File: src/rtl/count_ctrl_pkg.sv
// Shared definitions for the counter run controller: state encoding,
// default timing constants and the key-command priority resolver.
package count_ctrl_pkg;

    // FSM state encoding, also driven onto the debug LEDs
    localparam logic [1:0] ST_IDLE  = 2'd0;
    localparam logic [1:0] ST_RUN   = 2'd1;
    localparam logic [1:0] ST_PAUSE = 2'd2;
    localparam logic [1:0] ST_DONE  = 2'd3;

    // Defaults for a 50 MHz board clock
    localparam int TICK_DIV_DEF   = 50_000_000;
    localparam int DEB_CYCLES_DEF = 500_000;
    localparam int LIMIT_DEF      = 9;

    // One-cycle command strobes after priority resolution
    typedef struct packed {
        logic clr;
        logic stop;
        logic start;
    } cmd_t;

    // clr beats stop beats start; losers in the same cycle are dropped
    function automatic cmd_t resolve_cmd(input logic clr, input logic stop,
                                         input logic start);
        cmd_t c;
        c.clr   = clr;
        c.stop  = stop & ~clr;
        c.start = start & ~clr & ~stop;
        return c;
    endfunction

endpackage

File: src/rtl/key_debounce.sv
// Push-button conditioning: 2-flop synchronizer, level debouncer and a
// one-cycle press pulse on the debounced 1->0 (press) transition.
module key_debounce #(
    parameter int DEB_CYCLES = 500_000
) (
    input  logic clk,
    input  logic rst,
    input  logic key,
    output logic press
);

    localparam int CW = (DEB_CYCLES > 1) ? $clog2(DEB_CYCLES) : 1;
    localparam logic [CW-1:0] CNT_LAST = CW'(DEB_CYCLES - 1);

    logic          sync_a;
    logic          sync_b;
    logic          level;
    logic [CW-1:0] stable_cnt;

    // Bring the asynchronous key into the clk domain; idle level is released
    always_ff @(posedge clk or negedge rst) begin
        if (!rst) begin
            sync_a <= 1'b1;
            sync_b <= 1'b1;
        end else begin
            sync_a <= key;
            sync_b <= sync_a;
        end
    end

    // Accept a new level only after it has differed for DEB_CYCLES cycles
    always_ff @(posedge clk or negedge rst) begin
        if (!rst) begin
            level      <= 1'b1;
            stable_cnt <= '0;
            press      <= 1'b0;
        end else begin
            press <= 1'b0;
            if (sync_b != level) begin
                if (stable_cnt == CNT_LAST) begin
                    level      <= sync_b;
                    stable_cnt <= '0;
                    press      <= ~sync_b;
                end else begin
                    stable_cnt <= stable_cnt + CW'(1);
                end
            end else begin
                stable_cnt <= '0;
            end
        end
    end

endmodule

File: src/rtl/count_ctrl.sv
// Run controller for the decimal counter path: turns debounced key presses
// into start/stop/clear commands, runs the tick prescaler and issues
// single-cycle increment and clear pulses to the counter.
module count_ctrl
    import count_ctrl_pkg::*;
#(
    parameter int TICK_DIV   = TICK_DIV_DEF,
    parameter int DEB_CYCLES = DEB_CYCLES_DEF,
    parameter int LIMIT      = LIMIT_DEF
) (
    input  logic       clk,
    input  logic       rst,
    input  logic       key_start,
    input  logic       key_stop,
    input  logic       key_clr,
    input  logic       wrap,
    input  logic [3:0] cont,
    output logic       cnt_en,
    output logic       cnt_clr,
    output logic [1:0] state,
    output logic       done
);

    localparam int PW = $clog2(TICK_DIV);
    localparam logic [PW-1:0] PRE_LAST = PW'(TICK_DIV - 1);
    localparam logic [3:0]    LIMIT_V  = 4'(LIMIT);

    logic          press_start;
    logic          press_stop;
    logic          press_clr;
    cmd_t          cmd;
    logic [PW-1:0] pre;
    logic [PW-1:0] pre_nxt;
    logic [1:0]    state_nxt;
    logic          en_nxt;
    logic          clr_nxt;
    logic          tick;

    key_debounce #(.DEB_CYCLES(DEB_CYCLES)) u_deb_start (
        .clk(clk), .rst(rst), .key(key_start), .press(press_start)
    );
    key_debounce #(.DEB_CYCLES(DEB_CYCLES)) u_deb_stop (
        .clk(clk), .rst(rst), .key(key_stop), .press(press_stop)
    );
    key_debounce #(.DEB_CYCLES(DEB_CYCLES)) u_deb_clr (
        .clk(clk), .rst(rst), .key(key_clr), .press(press_clr)
    );

    assign cmd  = resolve_cmd(press_clr, press_stop, press_start);
    assign tick = (state == ST_RUN) && (pre == PRE_LAST);

    // Next-state, prescaler and pulse decisions for the current cycle
    always_comb begin
        state_nxt = state;
        pre_nxt   = pre;
        en_nxt    = 1'b0;
        clr_nxt   = 1'b0;
        case (state)
            ST_IDLE: begin
                if (cmd.clr) begin
                    clr_nxt = 1'b1;
                end else if (cmd.start) begin
                    state_nxt = ST_RUN;
                    pre_nxt   = '0;
                end
            end
            ST_RUN: begin
                // The prescaler keeps counting in a stop cycle, so a tick
                // landing there is consumed rather than replayed on resume.
                pre_nxt = tick ? '0 : pre + PW'(1);
                if (cmd.clr) begin
                    state_nxt = ST_IDLE;
                    clr_nxt   = 1'b1;
                end else if (cmd.stop) begin
                    state_nxt = ST_PAUSE;
                end else if (tick) begin
                    if (cont != LIMIT_V) begin
                        en_nxt = 1'b1;
                    end else if (wrap) begin
                        clr_nxt = 1'b1;
                    end else begin
                        state_nxt = ST_DONE;
                    end
                end
            end
            ST_PAUSE: begin
                if (cmd.clr) begin
                    state_nxt = ST_IDLE;
                    clr_nxt   = 1'b1;
                end else if (cmd.start) begin
                    state_nxt = ST_RUN;
                end
            end
            ST_DONE: begin
                if (cmd.clr) begin
                    state_nxt = ST_IDLE;
                    clr_nxt   = 1'b1;
                end else if (cmd.start) begin
                    state_nxt = ST_RUN;
                    clr_nxt   = 1'b1;
                    pre_nxt   = '0;
                end
            end
            default: begin
                state_nxt = ST_IDLE;
            end
        endcase
    end

    // Registered state, prescaler and outputs
    always_ff @(posedge clk or negedge rst) begin
        if (!rst) begin
            state   <= ST_IDLE;
            pre     <= '0;
            cnt_en  <= 1'b0;
            cnt_clr <= 1'b0;
            done    <= 1'b0;
        end else begin
            state   <= state_nxt;
            pre     <= pre_nxt;
            cnt_en  <= en_nxt;
            cnt_clr <= clr_nxt;
            done    <= (state_nxt == ST_DONE);
        end
    end

endmodule

File: config.mk
export PLATFORM = sky130hd
export DESIGN_NAME = count_ctrl
export DESIGN_NICKNAME = d
export VERILOG_FILES = /design/src/rtl/count_ctrl_pkg.sv /design/src/rtl/key_debounce.sv /design/src/rtl/count_ctrl.sv
export SDC_FILE = /design/constraint.sdc
export NUM_CORES = 1
export LEC_CHECK = 0
export CORE_MARGIN = 4
export CORE_UTILIZATION = 40
export CTS_BUF_LIST = sky130_fd_sc_hd__clkbuf_8
export CTS_CLUSTER_DIAMETER = 30
export DETAILED_ROUTE_END_ITERATION = 6
export PLACE_DENSITY_LB_ADDON = 0.08
export SETUP_SLACK_MARGIN = 0.1
export SYNTH_ARGS = -nofsm -noshare
export SYNTH_HDL_FRONTEND = slang
export SYNTH_SLANG_ARGS = --single-unit
File: constraint.sdc
create_clock -name clk -period 2.05 [get_ports clk]
set_input_delay 0.41 -clock clk [delete_from_list [all_inputs] [get_ports clk]]
set_output_delay 0.41 -clock clk [all_outputs]
set_load 0.05 [all_outputs]
======== Word-level counts from Yosys, hierarchy flattened ========
Index checks and enable logic that the tools add are counted.
storage, ports and cells
  word-level logic and storage cells ...... 95
  output and inout port bits .............. 5
  input bits .............................. 10
  bits in registers ....................... 100
operators by class
  multiplexer cells ....................... 39
  reductions and logical operators ........ 10
  eq/ne operators ......................... 14
  bitwise operators ....................... 8
  $add $sub $neg .......................... 4
operators with widths
  cell                                           count
  two-way mux 19 bit                             6
  two-way mux 26 bit                             3
  adder 19 x 1 -> 19 bit, second input constant  3
  == test 19 bit, second input constant          3
  one-hot mux 26 bit (2 select lines)            1
  adder 26 x 1 -> 26 bit, second input constant  1
  == test 26 bit, second input constant          1
  two-way mux 1 bit                              19
  two-way mux 2 bit                              8
  == test 2 bit, second input constant           3
  one-hot mux 2 bit (3 select lines)             1
  AND reduction 2 bit                            3
  OR reduction 2 bit                             3
  inverter 1 bit                                 5
  != test 4 bit, second input constant           1
  AND 1 bit                                      3
  != test 1 bit                                  3
  one-hot mux 1 bit (3 select lines)             1
  AND reduction 3 bit                            1
  == test 2 x 1 -> 1 bit, second input constant  1
  logical NOT 2 bit                              1
  != test 2 x 1 -> 1 bit, second input constant  1
  != test 2 bit, second input constant           1
  nonzero test 2 bit                             1
  logical AND 1 bit                              1

======== Logic depth before layout (Yosys ltp) ========
Gate-level depths: netlist (run 1).
  depth after elaboration ................. 7
  mapped depth ............................ 8
  gate-level depth less buffers ........... 7

======== Cells and area by module ========
From an unflattened synthesis (run 1), not the netlist that was laid out.
second synthesis, totals
  cells, all modules ...................... 533
  area, all modules ....................... 5242.5 sq um
by module, submodules not included
  module        area each (sq um)  cells an instance  sequential area each (sq um)  times used
  key_debounce  1122.3             110                579.3                         3
  count_ctrl    1875.5             203                775.7                         1

======== Worst setup path before layout (run 1) ========
Ideal clock, no wire load.
  path type ............................... reg2reg
  start ................................... register state[1]
  end ..................................... register pre[2]
  buffers on the path ..................... 1
  data required time ...................... 1927 ps
  library setup time ...................... 123 ps
  arrival ................................. 2320 ps
  period minus slack after synthesis ...... 2442 ps
  cell stages (with the launch flop) ...... 9
  setup slack ............................. -392 ps
  cells stage by stage .................... dfrtp_1 > inv_1 > ha_1 > or4bb_1 > nor4_1 > nand3_1 > a21oi_1 > buf_2 > nor2_1
on the way
  longest elaborated chain between the ends .. 4
  elaborated cells on any way between the ends .. 11
  classes of those cells .................. eq/ne (4); mux (2); reduce/logical (5)
ends and longest elaborated chain
  what                                                                                  line               source
  start, declared                                                                       count_ctrl.sv:20   output logic [1:0] state,
  start signal, assigned                                                                count_ctrl.sv:119  state <= state_nxt;
  == test 2 bit (tied with other cells)                                                 count_ctrl.sv:58   case (state)
  OR reduction 2 bit (no line) or logical AND 1 bit (tied branches)                     --
  != test 2 bit (no line) (tied with other cells)                                       --
  AND reduction 3 bit (no line) or one-hot mux 26 bit (2 select lines) (tied branches)  --
  end signal, assigned                                                                  count_ctrl.sv:120  pre <= pre_nxt;
  end, declared                                                                         count_ctrl.sv:32   logic [PW-1:0] pre;
Parallel ways exist; a longest one is shown, timed or not.
A chain may end at the register's enable or synchronous reset.

======== Worst setup path in the final report (run 1) ========
  start ................................... register state[1]
  end ..................................... register pre[24]
The elaborated chain is that of the path after synthesis.

==> reports/metrics.yaml, run 1 <==
yosys_warnings: 0
synthAdderAreaFrac_pct: 2.03
hpwl_mm: 6.34
netlist_instances: 507
required_ps: 2310
synth_compound_area_share_pct: 4.27
io_buffers: 14
root_buffer: "clkbuf_8"
critPathLaunch: "state[1]"
crit_chain: "inv_4 > ha_4 > or4bb_4 > nor4_4 > nand3_2 > a21oi_4 > buf_12 > buf_8 > a21oi_1"
gr-total-overflow: 0
path_class: "flip-flop to flip-flop"
cts_sinks: 100
hold_violations: 0
power.total_mw: 3.39
io_pins: 15
synth_mux_area_share_pct: 0.889
cp-end-kind: "flip-flop"
crit_path_max_fanout: 7
hold_ws_ps: 363
grt_max_degree: 67
synth.most_common_cell: "nor2_1"
synth_commonest_cells: "nor2_1, dfrtp_1, xor2_1"
rsz0062_at_grt: "yes"
dr.first_iter.drc_count: 165
async_flop_share_pct: 100
die-area_um2: 14200
antenna_cells: 0
ys_ff_latch: 100
avgViaCountPerCell: 5.05
synth_edf_count: 0
r2r-start: "state[1]"
vias: 3545
hold_depth: 0
netlist.area_leader.share_pct: 46.2
status: "completed"
nets: 568
start_util_pct: 41.0
yosys.area.top_type: "dfrtp_1"
reg2regPathDepth: 9
cts_buffers: 9
fmax_mhz: 493
ant_nets: 0
synth_top_family_by_area: "simple AND/OR/NAND/NOR gates"
placementRows: 40
slew_headroom_pct: 66.3
grt_pass1_wl_mm: 16.3
worst_ep_arrival_time_ps: 2290
p_leak_nw: 2.51
wl_per_cell_um: 13.3
cp-start-kind: "flip-flop"
grt_usage_pct: 14.1
drv_cap: 0
drt_drc_violations_left: 0
crit_path_top_delay_cell: "or4bb_4"
syn_avg_cell_area_um2: 9.72
final_cell_area_um2: 5870
area_delta_synth_final_pct: 19.2
synthSimpleGateAreaFrac_pct: 26.3
drv_slew: 0
ir_worst_vdd_mv: 0.372
chipWidth_um: 119
drive_gt1_share_pct: 18.9
clk_latency_ps: 380
syn_area_um2: 4930
cts_tree: "done"
clockBufferDepth: 2
skew_ps: 13.0
synth_fp_nets: 525
hp-class: "flip-flop to flip-flop"
die_h_um: 119
crit_path_max_incr_delay_ps: 490
drt_pre_antenna_iters: 4
finalSetupViolations: 0
synth_xor_xnor_area_share_pct: 12.6
worst_slack_ps: 22.9
gp_congestion: 0.776
power_density_nw_per_um2: 577
min_from: "u_deb_start.sync_a"
yosys-top-cells-area: "dfrtp_1, nor2_1, xor2_1"
antenna_found_initial: 0
ys.flop_type: "dfrtp_1"
htreeDepth: 3
core_um2: 12000
grt_pass1_vias: 3486
finalCritPeriodShare_pct: 98.9
wirelength_mm: 9.37
finalCriticalPeriod_ps: 2030
place_area_um2: 5430
tightest_slew_ps: 505
preCtsSetupSlack_ps: -88.7
clkTransAtPathRegs_ps: 90
synthDistinctLibCells: 46
synth_seq_area_share_pct: 51.0
-- cell type report --
type                    instances  area, um2
fillers                      1137       6140
clock buffers                  10        138
repair buffers                 48        464
flip-flops and latches        100       2520
well taps                     147        184
multi-input cells             372       2440
inverters                      19       76.3
clock inverters                 6       56.3
-- worst max-delay path, delay by kind of cell (launching register included) --
kind	cells	cell delay [ps]
AO/OA/AOI/OAI	2	230
adder cells (fa/ha/maj)	1	140
buffers and inverters	3	350
flip-flops	1	430
AND/OR/NAND/NOR	3	770
-- kinds of logic after synthesis --
group           after synthesis
simple gates                260
buf+inv                      35
compound gates               29
fa+ha+maj                     8
xor+xnor                     71
mux                           4
flops                       100
-- state kept, by name (all words and copies together) (netlist names) --
name,count
u_deb_stop.sync_b,1
u_deb_start.sync_a,1
u_deb_clr.stable_cnt,19
state,2
u_deb_stop.press,1
done,1
u_deb_stop.stable_cnt,19
u_deb_start.sync_b,1
u_deb_stop.level,1
u_deb_start.stable_cnt,19
u_deb_clr.level,1
u_deb_start.level,1
u_deb_clr.sync_a,1
cnt_clr,1
cnt_en,1
u_deb_clr.sync_b,1
u_deb_stop.sync_a,1
pre,26
u_deb_start.press,1
u_deb_clr.press,1
-- per-stage QoR --
stage               setup TNS (ps)  utilization [%]  instances
CTS                              0             48.2        701
floorplan                    -1430                -        507
finish                           0             48.9        702
global placement              -185             45.2        679
detailed placement           -1400             45.2        679
global route                 -1170             48.9        702
-- path summary, 6_finish.rpt --
kind / endpoint / slack [ps]
setup / recovery: pre[24] / 20
hold / removal: u_deb_start.sync_b / 360
setup reg to reg: pre[24] / 20
hold reg to reg: u_deb_start.sync_b / 360
max in group asynchronous: u_deb_start.level / 1030
min in group asynchronous: pre[1] / 390
-- report_power, final --
group	internal, mW	total [mW]	switching [mW]
Clock	0.587	1.26	0.675
Sequential	2.00	2.01	0.0180
Combinational	0.0433	0.116	0.0726
-- layer usage --
metal / vias up / wire (um) / global-route usage [%]
met4: 0 / 124 / 4.34
met5: - / 0 / 0
met1: 1710 / 4570 / 18.8
met2: 34 / 4320 / 21.7
li1: 1790 / - / -
met3: 11 / 351 / 4.65
-- what timing repair did --
item | CTS | global route
hold buffers | 1 | 0
buffers inserted | 3 | 1
cloned | 2 | 0
endpoints found under the setup margin | 29 | 69
pin swaps | 16 | 4
endpoints found under the hold margin | 8 | 0
resized for setup | 27 | 23
-- layout by cell type (no fill, tap or decap), types with 5 or more instances in the layout --
| cell type | netlist | final |
|---|---|---|
| inv_1 | 19 | 18 |
| clkbuf_8 | 0 | 10 |
| nand3_1 | 37 | 34 |
| xnor2_1 | 32 | 32 |
| nor2_1 | 96 | 86 |
| ha_1 | 8 | 6 |
| or3_1 | 8 | 8 |
| xor2_1 | 39 | 39 |
| dfstp_2 | 9 | 9 |
| nor2_2 | 0 | 9 |
| buf_4 | 0 | 28 |
| nand2_1 | 38 | 38 |
| and3_1 | 10 | 10 |
| dfrtp_1 | 91 | 89 |
| o21ai_0 | 13 | 8 |
| nand4_1 | 17 | 17 |
| nor4_1 | 10 | 8 |
| clkdlybuf4s50_1 | 0 | 9 |
| nand3_2 | 2 | 5 |
| nor2b_1 | 5 | 5 |
| nor3_1 | 10 | 10 |
Power figures use the tool's default switching activity.
==> run 2: changes to the inputs <==
--- a/config.mk
+++ b/config.mk
@@ -12,5 +12,4 @@
 export DETAILED_ROUTE_END_ITERATION = 6
 export PLACE_DENSITY_LB_ADDON = 0.08
-export SETUP_SLACK_MARGIN = 0.1
 export SYNTH_ARGS = -nofsm -noshare
 export SYNTH_HDL_FRONTEND = slang
==> constraint.sdc (replaced) <==
create_clock -name clk -period 2.05 [get_ports clk]
set_input_delay 0.41 -clock clk [delete_from_list [all_inputs] [get_ports clk]]
set_output_delay 0.41 -clock clk [all_outputs]
set_load 0.1 [all_outputs]
==> run 2 against run 1 <==
First-iteration DRC count fell by 5.5%. Sequential cell count did not move. Largest power group unchanged. Total power rose by 12%. Non-clock buffer count fell by 2. Wire length rose by 2.8%. Global-route usage rose by 0.34 points. Register-to-register slack got worse by 20 ps. Cell area rose by 0.62%.
==> reports/metrics.yaml, run 2 (same netlist as run 1, synthesis figures left out) <==
avgViaCountPerCell: 5.05  # about the same
final_cells: 700  # -0.28%
area_delta_synth_final_pct: 20.0
slew_headroom_pct: 70.9  # +4.7 points
clockBufferDepth: 2  # unchanged
gr-usage-met3_pct: 5.41  # +0.76 points
largest_register_ffs: 26  # unchanged
antenna_cells: 0  # unchanged
skew_ps: 17.9  # +4.98 ps
final_common_cell: "dfrtp_1"
drv_slew: 0  # unchanged
fillers: 1126  # -0.97%
cts_tree: "done"
p_sw_mw: 0.809  # +5.7%
finalSetupViolations: 0  # unchanged
max_flop_register: "pre"
clk_latency_ps: 380  # about the same
final_cell_area_um2: 5910  # +0.62%
clkTransAtPathRegs_ps: 90  # about the same
ir_worst_vdd_mv: 0.603  # +62%
wirelength_mm: 9.63  # +2.8%
io_pins: 15  # unchanged
power.total_mw: 3.79  # +12%
reg2regPathDepth: 8  # -1
final_cell_mix: "dfrtp_1, nor2_1, xor2_1"
top_usage_layer: "met2"
p_sw_share_pct: 21.3  # -1.2 points
p_seq_share_pct: 53.1  # -6.3 points
drt_pre_antenna_iters: 4  # unchanged
ant_nets: 0  # unchanged
tightest_slew_ps: 436  # -69.3 ps
gp_congestion: 0.812  # +4.6%
grtUsageMet1_pct: 19.4  # +0.52 points
hold_ws_ps: 359  # -3.21 ps
finalCritPeriodShare_pct: 99.7  # +0.85 points
multiInputGateArea_um2: 2420  # -0.72%
worst_slack_ps: 5.51  # -17.4 ps
grt_max_degree: 41  # -39%
grt_pass1_wl_mm: 16.7  # +2.0%
preCtsSetupSlack_ps: -43.2  # +45.5 ps
placementRows: 40  # unchanged
cp-start-kind: "flip-flop"
vias: 3537  # -0.23%
gr-total-overflow: 0  # unchanged
hp-class: "flip-flop to flip-flop"
dr.first_iter.drc_count: 156  # -5.5%
antenna_found_initial: 0  # unchanged
die_h_um: 119  # unchanged
p_clk_share_pct: 43.7  # +6.5 points
p_leak_nw: 2.49  # -0.88%
cp-end-kind: "flip-flop"
fmax_mhz: 489  # -0.85%
crit_path_max_fanout: 7  # unchanged
seq_area_um2: 2520  # +0.20%
hold_depth: 0  # unchanged
nets: 566  # -0.35%
placed_cells: 679  # unchanged
rsz0062_at_grt: "yes"
grt_usage_pct: 14.4  # +0.34 points
power_density_nw_per_um2: 642  # +11%
cts_buffers: 9  # unchanged
grtUsageMet2_pct: 22.1  # +0.46 points
power_frac_comb_pct: 3.2  # -0.2 points
wl_per_cell_um: 13.8  # +3.1%
worst_ep_arrival_time_ps: 2320  # +30 ps
chipWidth_um: 119  # unchanged
path_class: "flip-flop to flip-flop"
cts_sinks: 100  # unchanged
internal-power_mw: 2.98  # +14%
status: "completed"
place_area_um2: 5470  # +0.76%
root_buffer: "clkbuf_8"
grt_pass1_vias: 3508  # +0.63%
core_um2: 12000  # unchanged
hold_violations: 0  # unchanged
finalCriticalPeriod_ps: 2040  # +17.4 ps
start_util_pct: 41.0  # unchanged
required_ps: 2330  # +20 ps
drt_drc_violations_left: 0  # unchanged
htreeDepth: 3  # unchanged
io_buffers: 14  # unchanged
drive_gt1_share_pct: 19.3  # +0.43 points
drv_cap: 0  # unchanged
hpwl_mm: 6.71  # +5.8%
die-area_um2: 14200  # unchanged
## run 2: cell count changes in the layout (fill, tap and decap cells not counted), sizes merged
cell           delta
clkbuf            -1
clkinv            -3
bufinv            +3
buf               +2
dlymetal6s2s      -2
clkdlybuf4s50     -1
clkinvlp          +1
dlygate4sd2       -1
## run 2: layout make-up
cell class | instances | share of cell area, %
sequential | 100 | 42.7
multi-input combinational | 372 | 41.0
timing repair buffer | 46 | 7.32
tap | 147 | 3.11
clock inverter | 7 | 2.46
clock buffer | 9 | 2.10
inverter | 19 | 1.38
## run 2: power groups by stage
stage	logic [mW]	clock network (mW)	registers (mW)
2_1_floorplan	0.0455	0	2.05
3_3_place_gp	0.120	0	2.05
3_5_place_dp	0.122	0	2.05
4_1_cts	0.125	1.73	2.01
5_1_grt	0.141	1.81	2.02
6_report	0.119	1.66	2.01
## run 2: path summary, 6_finish.rpt
check	end	slack, ps	startpoint
max	pre[21]	6	state[1]
min	u_deb_start.sync_b	360	u_deb_start.sync_a
max reg2reg	pre[21]	6	state[1]
min reg2reg	u_deb_start.sync_b	360	u_deb_start.sync_a
max in group asynchronous	u_deb_stop.sync_a	920	rst
min in group asynchronous	u_deb_clr.stable_cnt[1]	500	rst
## run 2: metrics by stage
stage / util, % / TNS (ps)
3_5_place_dp: 45.5 / -683
2_1_floorplan: - / -3570
3_3_place_gp: 45.5 / -19.1
6_report: 49.2 / 0
4_1_cts: 48.3 / -482
5_1_grt: 49.2 / -1590
## run 2: worst max-delay path, stage by stage (launching register included)
cell and delay, ps:
dfrtp_4 500, inv_4 70, ha_4 110, or4bb_4 490
nor4_4 160, nand3_2 120, a21oi_4 250, buf_6 190
nor2_1 60
## run 2: layer usage
layer  part of all wire (%)  vias up
met4                   0.91        0
met1                     50     1701
met3                    3.8        7
met5                      0        -
met2                     46       40
li1                       -     1789
## run 2: repair_timing
action	CTS	global route
endpoints found under the setup margin	23	28
resized for setup	14	21
hold buffers	1	0
pin swaps	10	9
endpoints found under the hold margin	26	0
setup buffers	0	3
cloned	0	1
==> run 3: changes to the inputs <==
- CAP_MARGIN: unset -> 20
==> results of run 3 <==
Final layout, timing and power as in run 2 (identical DEF).
